--- config.mk ---
export PLATFORM = sky130hd
export DESIGN_NAME = vout_timing_gen
export DESIGN_NICKNAME = d
export VERILOG_FILES = /design/src/rtl/vout_timing_gen.sv
export SDC_FILE = /design/constraint.sdc
export NUM_CORES = 1
export LEC_CHECK = 0
export ABC_AREA = 1
export BUFFER_PORTS_ARGS = -buffer_cell sky130_fd_sc_hd__buf_2
export CORE_MARGIN = 2
export CORE_UTILIZATION = 30
export DETAILED_ROUTE_END_ITERATION = 8
export MAX_ROUTING_LAYER = met4
export SLEW_MARGIN = 10
export SYNTH_ARGS = -nofsm -noshare
export SYNTH_HDL_FRONTEND = slang
export SYNTH_SLANG_ARGS = --single-unit
export TNS_END_PERCENT = 5
--- constraint.sdc ---
create_clock -name vout_clk -period 1.5 [get_ports vout_clk]
set_input_delay 0.15 -clock vout_clk [delete_from_list [all_inputs] [get_ports vout_clk]]
set_output_delay 0.15 -clock vout_clk [all_outputs]
set_load 0.1 [all_outputs]
--- src/rtl/vout_timing_gen.sv ---
// -----------------------------------------------------------------------------
// vout_timing_gen
//
// Video output timing generator. Produces the display raster (hs/vs/de) on
// vout_clk, pulls 24-bit RGB pixels from the frame-buffer read controller
// during active video, and registers them onto the output pins together with
// delay-matched syncs.
//
// Optional feature macro: VOUT_UNDERFLOW_STAT_EN
//   defined   : pops that hit an empty FIFO are replaced by BLANK_COLOR and
//               reported through underflow / underflow_cnt.
//   undefined : vout_data passes through unmodified, fifo_rdempty is ignored,
//               underflow and underflow_cnt are held at 0.
//
// Ports
//   vout_clk       in   pixel clock (only clock)
//   rst            in   asynchronous active-high reset
//   enable         in   run request, sampled only at frame boundaries
//   vout_vs        out  active-high vsync to the controller (not delayed)
//   vout_rd_req    out  pixel pop request to the controller
//   vout_data      in   pixel from the controller, valid the cycle after a pop
//   fifo_rdempty   in   controller FIFO empty, sampled with vout_rd_req
//   vout_width     out  constant H_ACTIVE
//   vout_height    out  constant V_ACTIVE
//   out_hs/out_vs  out  registered syncs, polarity HS_POL / VS_POL
//   out_de         out  registered data enable
//   out_data       out  registered pixel, 0 when out_de is low
//   underflow      out  set for the current frame if any pop hit empty
//   underflow_cnt  out  saturating count of underflowed pixels
//   dbg_state      out  current FSM state (IDLE=0, RUN_BLANK=1, RUN=2)
// -----------------------------------------------------------------------------
module vout_timing_gen #(
  parameter int          H_ACTIVE    = 1024,
  parameter int          H_FP        = 24,
  parameter int          H_SYNC      = 136,
  parameter int          H_BP        = 160,
  parameter int          V_ACTIVE    = 768,
  parameter int          V_FP        = 3,
  parameter int          V_SYNC      = 6,
  parameter int          V_BP        = 29,
  parameter logic        HS_POL      = 1'b0,
  parameter logic        VS_POL      = 1'b0,
  parameter logic [23:0] BLANK_COLOR = 24'h000000
) (
  input  logic        vout_clk,
  input  logic        rst,
  input  logic        enable,
  output logic        vout_vs,
  output logic        vout_rd_req,
  input  logic [23:0] vout_data,
  input  logic        fifo_rdempty,
  output logic [11:0] vout_width,
  output logic [11:0] vout_height,
  output logic        out_hs,
  output logic        out_vs,
  output logic        out_de,
  output logic [23:0] out_data,
  output logic        underflow,
  output logic [15:0] underflow_cnt,
  output logic [1:0]  dbg_state
);

  localparam int H_TOTAL = H_ACTIVE + H_FP + H_SYNC + H_BP;
  localparam int V_TOTAL = V_ACTIVE + V_FP + V_SYNC + V_BP;

  localparam logic [11:0] H_LAST   = 12'(H_TOTAL - 1);
  localparam logic [11:0] V_LAST   = 12'(V_TOTAL - 1);
  localparam logic [11:0] H_ACT    = 12'(H_ACTIVE);
  localparam logic [11:0] V_ACT    = 12'(V_ACTIVE);
  localparam logic [11:0] HS_START = 12'(H_ACTIVE + H_FP);
  localparam logic [11:0] HS_END   = 12'(H_ACTIVE + H_FP + H_SYNC);
  localparam logic [11:0] VS_START = 12'(V_ACTIVE + V_FP);
  localparam logic [11:0] VS_END   = 12'(V_ACTIVE + V_FP + V_SYNC);

  localparam logic [1:0] ST_IDLE  = 2'd0;
  localparam logic [1:0] ST_BLANK = 2'd1;
  localparam logic [1:0] ST_RUN   = 2'd2;

  // Pop handshake with the controller: vout_rd_req high in cycle N pops one
  // pixel, which is presented on vout_data in cycle N+1. There is no
  // back-pressure; fifo_rdempty sampled in cycle N only marks the pixel bad.

  logic [1:0]  state_q, state_d;
  logic [11:0] h_cnt_q, h_cnt_d;
  logic [11:0] v_cnt_q, v_cnt_d;

  // Stage 0: registered decode, aligned with the counters.
  logic rd_req_q, rd_req_d;
  logic hs0_q, hs0_d;
  logic vs0_q, vs0_d;
  logic first0_q, first0_d;
  // Stage 1: pixel data is valid on vout_data.
  logic de1_q, de1_d;
  logic hs1_q, hs1_d;
  logic vs1_q, vs1_d;
  logic first1_q, first1_d;
  logic emp1_q, emp1_d;
  // Stage 2: output pins.
  logic        out_de_q, out_de_d;
  logic        out_hs_q, out_hs_d;
  logic        out_vs_q, out_vs_d;
  logic [23:0] out_data_q, out_data_d;
  logic        underflow_q, underflow_d;
  logic [15:0] underflow_cnt_q, underflow_cnt_d;

  logic emp_s;
  logic uf_hit;

`ifdef VOUT_UNDERFLOW_STAT_EN
  assign emp_s = fifo_rdempty;
`else
  logic unused_rdempty;
  assign unused_rdempty = fifo_rdempty;
  assign emp_s          = 1'b0;
`endif

  // FSM and raster counters.
  always_comb begin
    state_d = state_q;
    h_cnt_d = h_cnt_q;
    v_cnt_d = v_cnt_q;
    case (state_q)
      ST_IDLE: begin
        h_cnt_d = '0;
        v_cnt_d = '0;
        if (enable) state_d = ST_BLANK;
      end
      ST_BLANK, ST_RUN: begin
        if (h_cnt_q == H_LAST) begin
          h_cnt_d = '0;
          v_cnt_d = (v_cnt_q == V_LAST) ? 12'd0 : v_cnt_q + 12'd1;
          // enable only matters on the last pixel of the frame
          if (v_cnt_q == V_LAST) state_d = enable ? ST_RUN : ST_IDLE;
        end else begin
          h_cnt_d = h_cnt_q + 12'd1;
        end
      end
      default: begin
        state_d = ST_IDLE;
        h_cnt_d = '0;
        v_cnt_d = '0;
      end
    endcase
  end

  // Decode is taken from the next counter values so that the registered
  // flags line up with the counters they describe.
  always_comb begin
    rd_req_d = (state_d == ST_RUN) && (h_cnt_d < H_ACT) && (v_cnt_d < V_ACT);
    hs0_d    = (state_d != ST_IDLE) && (h_cnt_d >= HS_START) && (h_cnt_d < HS_END);
    vs0_d    = (state_d != ST_IDLE) && (v_cnt_d >= VS_START) && (v_cnt_d < VS_END);
    first0_d = rd_req_d && (h_cnt_d == 12'd0) && (v_cnt_d == 12'd0);
  end

  // Pixel pipeline: syncs travel with the data so out_hs/out_vs/out_de agree.
  always_comb begin
    de1_d      = rd_req_q;
    hs1_d      = hs0_q;
    vs1_d      = vs0_q;
    first1_d   = first0_q;
    emp1_d     = rd_req_q & emp_s;
    out_de_d   = de1_q;
    out_hs_d   = hs1_q ? HS_POL : ~HS_POL;
    out_vs_d   = vs1_q ? VS_POL : ~VS_POL;
    out_data_d = '0;
    if (de1_q) out_data_d = emp1_q ? BLANK_COLOR : vout_data;
  end

  assign uf_hit = de1_q & emp1_q;

  always_comb begin
`ifdef VOUT_UNDERFLOW_STAT_EN
    // The first pixel of a frame restarts the flag with its own status.
    if (de1_q && first1_q) underflow_d = uf_hit;
    else                   underflow_d = underflow_q | uf_hit;
    underflow_cnt_d = underflow_cnt_q;
    if (uf_hit && (underflow_cnt_q != 16'hFFFF)) underflow_cnt_d = underflow_cnt_q + 16'd1;
`else
    underflow_d     = 1'b0;
    underflow_cnt_d = '0;
`endif
  end

  always_ff @(posedge vout_clk or posedge rst) begin
    if (rst) begin
      state_q         <= ST_IDLE;
      h_cnt_q         <= '0;
      v_cnt_q         <= '0;
      rd_req_q        <= 1'b0;
      hs0_q           <= 1'b0;
      vs0_q           <= 1'b0;
      first0_q        <= 1'b0;
      de1_q           <= 1'b0;
      hs1_q           <= 1'b0;
      vs1_q           <= 1'b0;
      first1_q        <= 1'b0;
      emp1_q          <= 1'b0;
      out_de_q        <= 1'b0;
      out_hs_q        <= ~HS_POL;
      out_vs_q        <= ~VS_POL;
      out_data_q      <= '0;
      underflow_q     <= 1'b0;
      underflow_cnt_q <= '0;
    end else begin
      state_q         <= state_d;
      h_cnt_q         <= h_cnt_d;
      v_cnt_q         <= v_cnt_d;
      rd_req_q        <= rd_req_d;
      hs0_q           <= hs0_d;
      vs0_q           <= vs0_d;
      first0_q        <= first0_d;
      de1_q           <= de1_d;
      hs1_q           <= hs1_d;
      vs1_q           <= vs1_d;
      first1_q        <= first1_d;
      emp1_q          <= emp1_d;
      out_de_q        <= out_de_d;
      out_hs_q        <= out_hs_d;
      out_vs_q        <= out_vs_d;
      out_data_q      <= out_data_d;
      underflow_q     <= underflow_d;
      underflow_cnt_q <= underflow_cnt_d;
    end
  end

  assign vout_vs       = vs0_q;
  assign vout_rd_req   = rd_req_q;
  assign vout_width    = H_ACT;
  assign vout_height   = V_ACT;
  assign out_hs        = out_hs_q;
  assign out_vs        = out_vs_q;
  assign out_de        = out_de_q;
  assign out_data      = out_data_q;
  assign underflow     = underflow_q;
  assign underflow_cnt = underflow_cnt_q;
  assign dbg_state     = state_q;

endmodule

# Yosys cells after proc, flatten, opt, wreduce, memory -nomap -nowiden
# Index checks and enable logic that the tools add are counted.
# Widths: inputs -> output; s select.
[classes]
shifts = 0
eq_ne = 5
n_lt_le_gt_ge = 6
div = 0
bitwise_logic = 0
mul = 0
addsub = 2
n_mux = 13
n_reduce_logical = 9
[ops]
columns = ["operator", "count"]
rows = [
  ["$mux 12", 5],
  ["$add 12x1->12 const B", 2],
  ["$lt 12x10->1 const B", 2],
  ["$lt 12x11->1 const B", 2],
  ["$mux 24", 1],
  ["$eq 12x10->1 const B", 1],
  ["$eq 12x11->1 const B", 1],
  ["$ge 12x10->1 const B", 1],
  ["$ge 12x11->1 const B", 1],
  ["$mux 2", 4],
  ["$logic_and 1x1->1", 6],
  ["$eq 2x2->1 const B", 2],
  ["$pmux 2 s2", 1],
  ["$eq 2x1->1 const B", 1],
  ["$logic_not 2->1", 1],
  ["$mux 1", 2],
  ["$reduce_bool 2->1", 1],
  ["$reduce_or 2->1", 1],
]
[totals]
latch_bits = 0
rom_bits = 0
n_memories = 0
regBits = 59
in_bits = 28
ramBits = 0
elab_cells = 48
out_inout_bits = 72

# Depth between registers and ports, before layout
# Gate-level depths: netlist of the first run.
[depth]
word_depth = 7
mapped_depth = 13
mapped_depth_nobuf = 13

# Worst setup path after synthesis of the first run
# OpenSTA, ideal clock, no wires.
[synth_path]
kind = "register to register"
from = "register state_q[0], in the netlist dbg_state[0]"
to = "register rd_req_q, in the netlist vout_rd_req"
t_required_ps = 1379
setup_ps = 121
path_slack_ps = -852
path_buffers = 0
path_stages_with_launch = 8
period_less_slack_ps = 2352
t_arrival_ps = 2231
cell_sequence = "dfrtp_1 > inv_1 > ha_1 > clkinv_1 > a21oi_1 > nand3_1 > o21ai_0 > nor2_1"
[synth_between]
elab_chain_cells = 6
word_cells_on_any_way = 15
classes_between = "order compare: 2; eq/ne: 3; mux: 6; reduce/logical: 4"
[synth_lines]
columns = ["item", "line", "source"]
rows = [
  ["from (decl)", "83", "logic [1:0] state_q, state_d;"],
  ["from (signal assigned)", "205", "state_q <= state_d;"],
  ["$eq 2x1->1, or another cell as far along", "122", "case (state_q)"],
  ["$reduce_or 2->1 or $mux 2 (tied branches)", "122, 129", ""],
  ["$mux 12 or $pmux 2 s2 (tied branches)", "122", ""],
  ["$lt 12x11->1 or $eq 2x2->1 (tied branches)", "149", "rd_req_d = (state_d == ST_RUN) && (h_cnt_d < H_ACT) && (v_cnt_d < V_ACT);"],
  ["$logic_and 1x1->1", "149", ""],
  ["$logic_and 1x1->1 (*)", "149", ""],
  ["via rd_req_d", "88", "logic rd_req_q, rd_req_d;"],
  ["to (signal assigned)", "208", "rd_req_q <= rd_req_d;"],
  ["to (decl)", "88", ""],
]
# Mark *: on every way through the listed nets, which the timed path passes. The rest lies on a longest branch.

# Worst setup path in the final report of the first run
[layout_path]
from = "register h_cnt_q[0]"
to = "register vs0_q, in the netlist vout_vs"
[layout_between]
elab_chain_cells = 6
word_cells_on_any_way = 10
classes_between = "order compare: 2; eq/ne: 1; mux: 4; reduce/logical: 3"
[layout_lines]
columns = ["item", "line", "source"]
rows = [
  ["from (decl)", "84", "logic [11:0] h_cnt_q, h_cnt_d;"],
  ["from (signal assigned)", "206", "h_cnt_q <= h_cnt_d;"],
  ["$eq 12x11->1 (*)", "129", "if (h_cnt_q == H_LAST) begin"],
  ["$mux 12 or $mux 2 (tied branches)", "129", ""],
  ["$mux 12 or $pmux 2 s2 (tied branches)", "122", ""],
  ["$ge 12x10->1 or $reduce_bool 2->1 (tied branches)", "151", "vs0_d = (state_d != ST_IDLE) && (v_cnt_d >= VS_START) && (v_cnt_d < VS_END);"],
  ["$logic_and 1x1->1", "151", ""],
  ["$logic_and 1x1->1 (*)", "151", ""],
  ["via vs0_d", "90", "logic vs0_q, vs0_d;"],
  ["to (signal assigned)", "210", "vs0_q <= vs0_d;"],
  ["to (decl)", "90", ""],
]
# Marked as above.

==> impl_results.md, run 1 <==
* Sequential share of the synthesized area at 46.1%
* Type of origin of the critical path: flip-flop
* DP HPWL at 5420 µm
* Setup-failing EPs final at 23
* Top cell type by total area after synthesis: dfrtp_1
* Total power at 4.06 mW
* Via count at 2827
* Htree depth at 3
* Power share of the clock group at 39.0%
* DRT Pass-1 Iters at 4
* Total GRT Usage at 13.9%
* Min Hold Slack at 11.7 ps
* Failing checks: setup timing
* Fin area at 0.00441 mm²
* P_leak at 2.55 nW
* First-pass GRT wire length at 12300 µm
* Pins Over Slew Limit at 0
* Crit Path Category: flip-flop to flip-flop
* Core ar. at 0.0104 mm²
* Post-DP Area at 0.00398 mm²
* TritonCTS buffer count at 9
* Status: finished with violations
* DRT antenna net count at 0
* RSZ-0062 raised after global routing: true
* NetSw at 1.40 mW
* Unique masters post-synth at 26
* Required time of the critical path at 1730 ps
* Post-synth top flop: dfrtp_1
* Worst EP arrival at 2020 ps
* Antenna violations before repair at 0
* Layout area overhead at 37.2%
* Vias in the first global route at 2741
* Wire per inst at 10.8 µm
* Port Buffers at 57
* Clk root buf: clkbuf_8
* Mean Syn Cell Area at 7.61 µm²
* Int Power at 2.66 mW
* Syn Std Cell Area at 0.00321 mm²
* Synthesis-stage register bit count at 59
* Synth Instances at 422
* Initial Util at 31.0%
* Share of cells above drive strength 1 at 30.8%
* Worst Setup End Kind: flip-flop
* HP Class: input pin to flip-flop
* Die X at 107 µm
* Worst-Skew Late Latency at 340 ps
* DR iter-0 viols at 146
* Synth top area share at 44.4%
* TritonCTS clock tree: built
* Logic pwr share at 20.8%
* Area contributors post-synth: dfrtp_1 (44%), nand2_1 (13%), buf_4 (10%)
* Placer Congestion at 0.865
* Skew final at 7.60 ps
* Die Ht at 107 µm
* Die area at 0.0115 mm²
* Max-cap violation count at 0
* Slew headroom at 52.4%
* Final wirelength at 7460 µm
* Power per cell area at 922 mW/mm²
* Most frequent cells in the layout: nand2_1 (108), inv_1 (69), buf_2 (57)
* Post-DR vias/cell at 4.09
* Setup slack after layout at -290 ps
* DRC Markers at 0
* Final Hold Viols at 0
* Most common cell after layout, fill and taps aside: nand2_1
* Net Sw Frac at 34.4%
* Clock-pin slew on the worst setup and hold paths at 70 ps
* Final worst path period share at 119%
* Fmax achieved at 559 MHz
* Antenna diodes at 0
* Largest net degree at the start of global routing at 60
* Ports at 100
* Measured slew at the worst slew-check pin at 713 ps
* Setup TNS at -1690 ps
* Final net count at 584
* EDFF count, synth at 0
* CP max FO at 8
* Peak VDD IR at 0.000506 V
* Clock tree buffer depth at 2
* Sequential share of power at 40.2%
* Tmin final at 1790 ps
* Clock sink count at 59
* Total gr overflow at 0
* YS warnings at 0
* Row cnt at 37
* Fraction of registers with async set/reset at 100%
[worst paths after layout]
check / startpoint / end / depth (start not counted) / slack [ps]
worst max-delay path: h_cnt_q[0]$_DFF_PP0_ / vout_vs$_DFF_PP0_ / 13 / -290
worst min-delay path: vout_data[14] / out_data[14]$_DFF_PP0_ / 3 / 10
worst max register to register: h_cnt_q[0]$_DFF_PP0_ / vout_vs$_DFF_PP0_ / 13 / -290
worst min register to register: hs0_q$_DFF_PP0_ / hs1_q$_DFF_PP0_ / 0 / 360
max in group asynchronous: rst / out_hs$_DFF_PP1_ / 4 / 770
min in group asynchronous: rst / out_data[9]$_DFF_PP0_ / 4 / 420
[cell type report]
cell class | count | area (µm²)
fill | 1021 | 5960
tap | 136 | 170
sequential | 59 | 1480
clock buffer | 10 | 138
multi-input combinational | 276 | 1320
inverter | 78 | 298
timing repair buffer | 127 | 917
clock inverter | 5 | 77.6
[state kept, by name, summed over array words and instances (netlist names), 2 cells and up]
register and count:
h_cnt_q 12, v_cnt_q 12, out_data 24, dbg_state 2
[routing by layer]
layer  track usage [%]  vias to the layer above  routed length [µm]
met2              23.0                      101                3430
met3              3.39                        9                 549
met5                 -                        -                   0
li1                  -                     1449                   -
met4              4.58                        0                  85
met1              16.6                     1268                3400
[cell usage after synthesis, types with 2 or more instances]
master	number
nand2_1	111
inv_1	74
dfrtp_1	57
nor2_1	44
buf_4	43
nand3_1	41
o21ai_0	8
nand4_1	7
ha_1	5
nand2_2	4
nor2_2	3
o21bai_1	3
a21oi_1	2
buf_6	2
clkbuf_1	2
clkinv_1	2
conb_1	2
dfstp_2	2
inv_2	2
xor2_1	2
[logic make-up (layout without fill, tap and decap cells)]
| group | after synthesis | after routing | share of synthesized area (%) |
|---|---|---|---|
| adders and majority gates | 5 | 5 | 1.95 |
| buffers and inverters | 126 | 220 | 20.3 |
| AOI/OAI and AO/OA | 16 | 16 | 3.04 |
| DFF | 59 | 59 | 46.1 |
| and+or+nand+nor | 212 | 212 | 27.9 |
| other | 2 | 41 | 0.234 |
| xor gates and xnor gates | 2 | 2 | 0.546 |
[power groups by stage]
stage	clock network (mW)	registers (mW)	logic, mW
floorplan	0	1.91	0.574
global placement	0	1.66	0.830
global route	1.70	1.63	0.874
detailed placement	0	1.66	0.832
CTS	1.63	1.63	0.847
finish	1.58	1.63	0.846
[per-stage QoR]
step | instances | worst slack [ps] | utilization [%]
2_1_floorplan | 461 | -236 | -
3_3_place_gp | 663 | -218 | 38.3
3_5_place_dp | 663 | -267 | 38.3
4_1_cts | 690 | -237 | 42.0
5_1_grt | 691 | -386 | 42.5
6_report | 691 | -290 | 42.5
[repair_timing]
action,CTS,global route
gates resized for setup,10,11
endpoints found under the setup margin,21,26
gates cloned,1,0
hold buffers,7,1
pin swaps,8,7
hold endpoints to repair,63,1
setup buffers,4,0
[critical path, stage by stage (launching register included)]
cell	delay, ps
dfrtp_1	420
ha_4	190
nand2_4	60
nor2_2	40
nand2_2	60
nor2_4	40
buf_6	120
buf_12	130
a21oi_4	240
nand2_2	130
nand3_2	100
nand2_2	60
nand3_2	70
nor2_1	40
Power figures use the tool's default switching activity.
==> inputs of run 2 (changes only) <==
GPL_TIMING_DRIVEN = 0   (was not set)
==> run 2 against run 1 <==
Compared with the run above: the flow still finishes with violations (setup timing); register-to-register slack better by 20 ps; cell count up 0.58%; sequential cell count unchanged; critical path depth unchanged; clock power up 11%; critical endpoint unchanged; largest cell class unchanged.
==> impl_results.md, run 2 (synthesis results as in run 1) <==
* Status: finished with violations
* Failing checks: setup timing
* Initial Util at 31.0%
* TritonCTS buffer count at 9
* Fin area at 0.00442 mm²
* Port Buffers at 57
* Core ar. at 0.0104 mm²
* Final net count at 587
* CP max FO at 4
* Power per cell area at 982 mW/mm²
* Worst-Skew Late Latency at 340 ps
* Worst r2r path cells at 13
* Clk root buf: clkbuf_8
* Clock tree buffer depth at 2
* DRC Markers at 0
* Setup slack after layout at -267 ps
* Antenna diodes at 0
* Total gr overflow at 0
* Htree depth at 3
* Max reg flops at 24
* Net Sw Frac at 32.6%
* Critical path launch point: v_cnt_q[1]$_DFF_PP0_
* DR iter-0 viols at 170
* Die area at 0.0115 mm²
* Peak VDD IR at 0.000494 V
* Wire per inst at 10.4 µm
* Post-Place Worst Slack at -438 ps
* Antenna violations before repair at 0
* Clock-pin slew on the worst setup and hold paths at 70 ps
* Setup TNS at -943 ps
* Beginning of the worst hold path: vout_data[7]
* TritonCTS clock tree: built
* Reg-to-reg endpoint: vout_vs$_DFF_PP0_
* Row cnt at 37
* Fmax achieved at 566 MHz
* Ports at 100
* Largest net degree at the start of global routing at 31
* FF-to-FF Start: v_cnt_q[1]$_DFF_PP0_
* DRT Pass-1 Iters at 4
* Post-DP Area at 0.00388 mm²
* Final wirelength at 7260 µm
* Required time of the critical path at 1770 ps
* Pins Over Slew Limit at 0
* Crit Path Category: flip-flop to flip-flop
* Crit-path slowest cell: dfrtp_1
* Die X at 107 µm
* Layout area overhead at 37.5%
* Placer Congestion at 0.855
* Sequential share of power at 37.6%
* NetSw at 1.41 mW
* Skew final at 6.72 ps
* Most frequent cells in the layout: nand2_1 (108), inv_1 (68), buf_2 (58)
* RSZ-0062 raised after global routing: true
* P_leak at 2.57 nW
* Worst Setup End Kind: flip-flop
* Tmin final at 1770 ps
* Worst Setup EP: vout_vs$_DFF_PP0_
* Share of cells above drive strength 1 at 30.8%
* Total GRT Usage at 13.3%
* Via count at 2826
* Final Hold Viols at 0
* Final worst path period share at 118%
* Power share of the clock group at 40.7%
* Int Power at 2.92 mW
* Vias in the first global route at 2564
* Die Ht at 107 µm
* Measured slew at the worst slew-check pin at 647 ps
* DP HPWL at 5100 µm
* Worst EP arrival at 2040 ps
* Setup-failing EPs final at 10
* Logic pwr share at 21.7%
* Type of origin of the critical path: flip-flop
* Max-cap violation count at 0
* Critical-path cell list: inv_2 -> ha_2 -> nand2_1 -> nor2_1 -> nand2_1 -> nor2_4 -> buf_4 -> a21oi_4 -> nand2_2 -> nand3_1 -> nand2_1 -> nand3_2 -> nor2_1
* DRT antenna net count at 0
* HP Class: input pin to flip-flop
* Post-DR vias/cell at 4.07
* Slew headroom at 56.8%
* Most common cell after layout, fill and taps aside: nand2_1
* Clock sink count at 59
* FF-to-FF setup slack at -270 ps
* First-pass GRT wire length at 11600 µm
* Crit-path most repeated cell: nand2_1
* Max incr delay on CP at 400 ps
==> run 2: cell types whose count changed in the layout (fill, tap and decap cells not counted), sizes merged <==
| cell | change |
|---|---|
| bufbuf | -1 |
| bufinv | +1 |
| clkbuf | +3 |
| buf | -1 |
| clkinvlp | -1 |
| dlygate4sd3 | +3 |
==> run 2: stage by stage <==
stage	total power [mW]	std cells	util (%)	hold WS (ps)
3_3_place_gp	2.57	654	37.2	336
3_5_place_dp	2.58	655	37.4	281
5_1_grt	4.50	695	42.6	12.3
4_1_cts	4.38	691	42.0	0.863
2_1_floorplan	2.48	461	-	254
6_report	4.34	695	42.6	13.1
==> run 2: worst max-delay path, delay by kind of cell, from the launching register on <==
kind / cells / cell delay (ps)
AO/OA/AOI/OAI: 1 / 80
adder cells (fa/ha/maj): 1 / 170
flip-flops: 1 / 400
buffers and inverters: 2 / 210
AND/OR/NAND/NOR: 9 / 840
==> run 2: power by group through the flow <==
| stage | Combinational, mW | Clock [mW] | Sequential [mW] |
|---|---|---|---|
| final | 0.940 | 1.76 | 1.63 |
| after global routing | 0.973 | 1.90 | 1.63 |
| after CTS | 0.939 | 1.81 | 1.63 |
| after detailed placement | 0.916 | 0 | 1.66 |
| after global placement | 0.908 | 0 | 1.66 |
| after floorplan | 0.574 | 0 | 1.91 |
==> run 2: routing by layer <==
metal / wire length [µm] / share of wire (%) / GRT usage (%) / vias to the layer above
met3: 599 / 8.3 / 2.97 / 12
met2: 3410 / 47 / 22.8 / 113
met5: 0 / 0 / - / -
met1: 3120 / 43 / 15.0 / 1247
met4: 126 / 1.7 / 5.95 / 0
li1: - / - / - / 1454
==> run 2: layout make-up <==
cell class / count / area, µm²
timing repair buffer: 82 / 517
fill: 1043 / 5950
buffer: 48 / 365
clock inverter: 5 / 100
sequential: 59 / 1480
clock buffer: 11 / 141
inverter: 78 / 298
multi-input combinational: 276 / 1340
tap: 136 / 170
==> run 2: worst min-delay path by stage <==
stage | end | slack, ps | depth (start not counted)
3_3_place_gp | hs1_q$_DFF_PP0_ | 340 | 0
3_5_place_dp | out_data[20]$_DFF_PP0_ | 280 | 2
4_1_cts | out_data[9]$_DFF_PP0_ | 0.9 | 3
5_1_grt | out_data[20]$_DFF_PP0_ | 10 | 3
2_1_floorplan | out_data[0]$_DFF_PP0_ | 250 | 2
6_report | out_data[7]$_DFF_PP0_ | 10 | 3
==> run 2: what timing repair did <==
item                                    CTS  global route
hold buffers                             11             0
cloned                                    0             1
hold endpoints to repair                 38             0
setup buffers                             9             3
pin swaps                                10             4
gates resized for setup                  16            13
endpoints found under the setup margin   20            20
==> inputs of run 3 (changes only) <==
ABC_AREA = not set   (was 1)
==> run 3 against run 2 <==
Compared with the run above: the flow still finishes with violations (setup timing); via count is 12% lower; global-route usage fell by 1.8 points; sequential power about the same; maximum frequency decreased by 32%; hold slack improved by 16 ps; synthesized cell count down 23%; clock power is 20% lower; non-clock buffer count decreased by 3; first-iteration DRC count decreased by 31%; synthesized area decreased by 1.7%; largest power group is now sequential cells.
==> impl_results.md, run 3 <==
* Status: finished with violations
* Failing checks: setup timing
* Pins Over Slew Limit at 0
* Final wirelength at 6660 µm
* DP HPWL at 4570 µm
* Row cnt at 37
* Antenna violations before repair at 0
* TritonCTS clock tree: built
* Layout area overhead at 32.9%
* Count leader, synth: dfrtp_1
* Share of cells above drive strength 1 at 37.2%
* Final worst path period share at 174%
* Post-DR vias/cell at 4.26
* Vias in the first global route at 2190
* P_leak at 1.98 nW
* Sequential share of the synthesized area at 46.8%
* Required time of the critical path at 1710 ps
* Max-cap violation count at 0
* Ports at 100
* YS warnings at 0
* EDFF count, synth at 0
* CP max FO at 3
* Sequential cell area at 0.00148 mm²
* Wire length on met2 at 2780 µm
* Fmax achieved at 383 MHz
* Post-synth top flop: dfrtp_1
* First-pass GRT wire length at 10300 µm
* DRT antenna net count at 0
* Area of the multi-input gates at 0.00150 mm²
* Most frequent cells in the layout: buf_2 (57), buf_4 (55), dfrtp_1 (54)
* Crit Path Category: flip-flop to flip-flop
* HP Class: input pin to flip-flop
* Worst Setup End Kind: flip-flop
* Synth Instances at 323
* Measured slew at the worst slew-check pin at 610 ps
* Mux cell area share after synthesis at 1.66%
* Port Buffers at 57
* Placer Congestion at 0.850
* Die Ht at 107 µm
* Clock sink count at 59
* Mean Syn Cell Area at 9.77 µm²
* Skew final at 9.84 ps
* Clock-pin slew on the worst setup and hold paths at 70 ps
* Setup TNS at -16610 ps
* Area contributors post-synth: dfrtp_1 (45%), buf_4 (10%), and2_1 (6.1%)
* Die X at 107 µm
* Synth cell count leaders: dfrtp_1 (57), buf_4 (42), and2_1 (31), nor2_1 (27), nand2_1 (16)
* Unique masters post-synth at 53
* Largest net degree at the start of global routing at 31
* Post-DP Area at 0.00378 mm²
* DRT Pass-1 Iters at 4
* Power per cell area at 942 mW/mm²
* Final Hold Viols at 0
* Top cell type by total area after synthesis: dfrtp_1
* Post-Place Worst Slack at -1370 ps
* Fin area at 0.00419 mm²
* Type of origin of the critical path: flip-flop
* Worst EP arrival at 2820 ps
* Max incr delay on CP at 540 ps
* Tmin final at 2610 ps
* Via count at 2482
* Wire per inst at 11.4 µm
* Initial Util at 30.7%
* Total power at 3.95 mW
* Crit-path slowest cell: or4b_4
* Final net count at 474
* Most common cell after layout, fill and taps aside: buf_2
* Peak VDD IR at 0.000446 V
* Setup-failing EPs final at 23
* XOR/XNOR share of the synthesized area at 6.10%
* DRC Markers at 0
* Post-Synth Simple-Gate Area at 23.3%
* Compound-Gate Fraction of Synth Area at 6.22%
* Slew headroom at 59.3%
* Antenna diodes at 0
* TritonCTS buffer count at 9
* Met1 wire length at 3120 µm
* Die area at 0.0114 mm²
* Syn Std Cell Area at 0.00316 mm²
* Clock tree buffer depth at 2
* Critical-path cell list: or4b_4 -> or4_4 -> or3_4 -> mux2i_4 -> o21ai_2 -> nor4_2
* Total GRT Usage at 11.6%
* Cell family with most CP delay: simple AND/OR/NAND/NOR gates
* Synth top area share at 45.2%
* RSZ-0062 raised after global routing: true
* Htree depth at 3
* Fillcell total at 1042
* Metal3 WL at 659 µm
* Synthesis-stage register bit count at 59
* Largest family of logic cells by synthesized area: simple AND/OR/NAND/NOR gates
* Setup slack after layout at -1110 ps
* Top sig layer: met4
* Post-synthesis adder-cell area fraction at 1.98%
* Fraction of registers with async set/reset at 100%
* Max reg flops at 24
* Total gr overflow at 0
* WP buf/inv at 0
* Clk root buf: clkbuf_8
* Worst-Skew Late Latency at 330 ps
* DR iter-0 viols at 118
* Core ar. at 0.0103 mm²
==> run 3: cell types whose count changed in the layout (fill, tap and decap cells not counted), sizes merged, moves of 11 or more <==
cell,change
inv,-64
xnor2,+13
nand2,-99
clkbuf,+11
nand3,-31
and2,+32
nor2,-21
==> run 3: area by class of cell <==
type | count | share of cell area [%]
multi-input cells | 232 | 35.8
repair buffers | 70 | 9.49
well taps | 136 | 4.06
plain buffers | 57 | 9.58
clock inverters | 5 | 1.25
flip-flops and latches | 59 | 35.4
clock buffers | 11 | 3.37
inverters | 12 | 1.07
==> run 3: worst paths after layout <==
path | to | cells past startpoint | slack, ps | from
setup / recovery | vout_rd_req$_DFF_PP0_ | 6 | -1110 | h_cnt_q[7]$_DFF_PP0_
hold / removal | out_data[16]$_DFF_PP0_ | 2 | 30 | vout_data[16]
hold reg to reg | out_vs$_DFF_PP1_ | 1 | 340 | vs1_q$_DFF_PP0_
max in group asynchronous | v_cnt_q[1]$_DFF_PP0_ | 4 | 480 | rst
min in group asynchronous | out_data[22]$_DFF_PP0_ | 3 | 440 | rst
setup reg to reg | vout_rd_req$_DFF_PP0_ | 6 | -1110 | h_cnt_q[7]$_DFF_PP0_
==> run 3: cells by family after synthesis <==
logic type | Yosys count
buffers and inverters | 71
DFF | 59
and+or+nand+nor | 130
AOI/OAI and AO/OA | 29
xor gates and xnor gates | 22
muxes | 5
other | 2
adders and majority gates | 5
==> run 3: where the power goes <==
group / total, mW / switching, mW / internal [mW]
clock: 1.41 / 0.607 / 0.804
sequential: 1.63 / 0.00614 / 1.62
combinational: 0.910 / 0.767 / 0.142
==> run 3: stage by stage <==
| step | utilization (%) | hold WS (ps) | instances |
|---|---|---|---|
| 2_1_floorplan | - | 284 | 362 |
| 4_1_cts | 39.9 | 11.1 | 578 |
| 6_report | 40.8 | 29.3 | 582 |
| 5_1_grt | 40.8 | 21.6 | 582 |
| 3_3_place_gp | 36.6 | 332 | 555 |
| 3_5_place_dp | 36.8 | 268 | 556 |
==> run 3: repair_timing <==
item	4_1_cts	5_1_grt
hold buffers	1	0
gates resized for setup	24	21
endpoints found under the hold margin	27	0
setup buffers	6	5
pin swaps	7	10
setup endpoints to repair	28	27
==> run 3: layer usage <==
layer	GRT usage (%)	up-vias
met5	-	-
met4	5.47	0
met3	2.61	8
met2	16.8	138
met1	15.3	1106
li1	-	1230
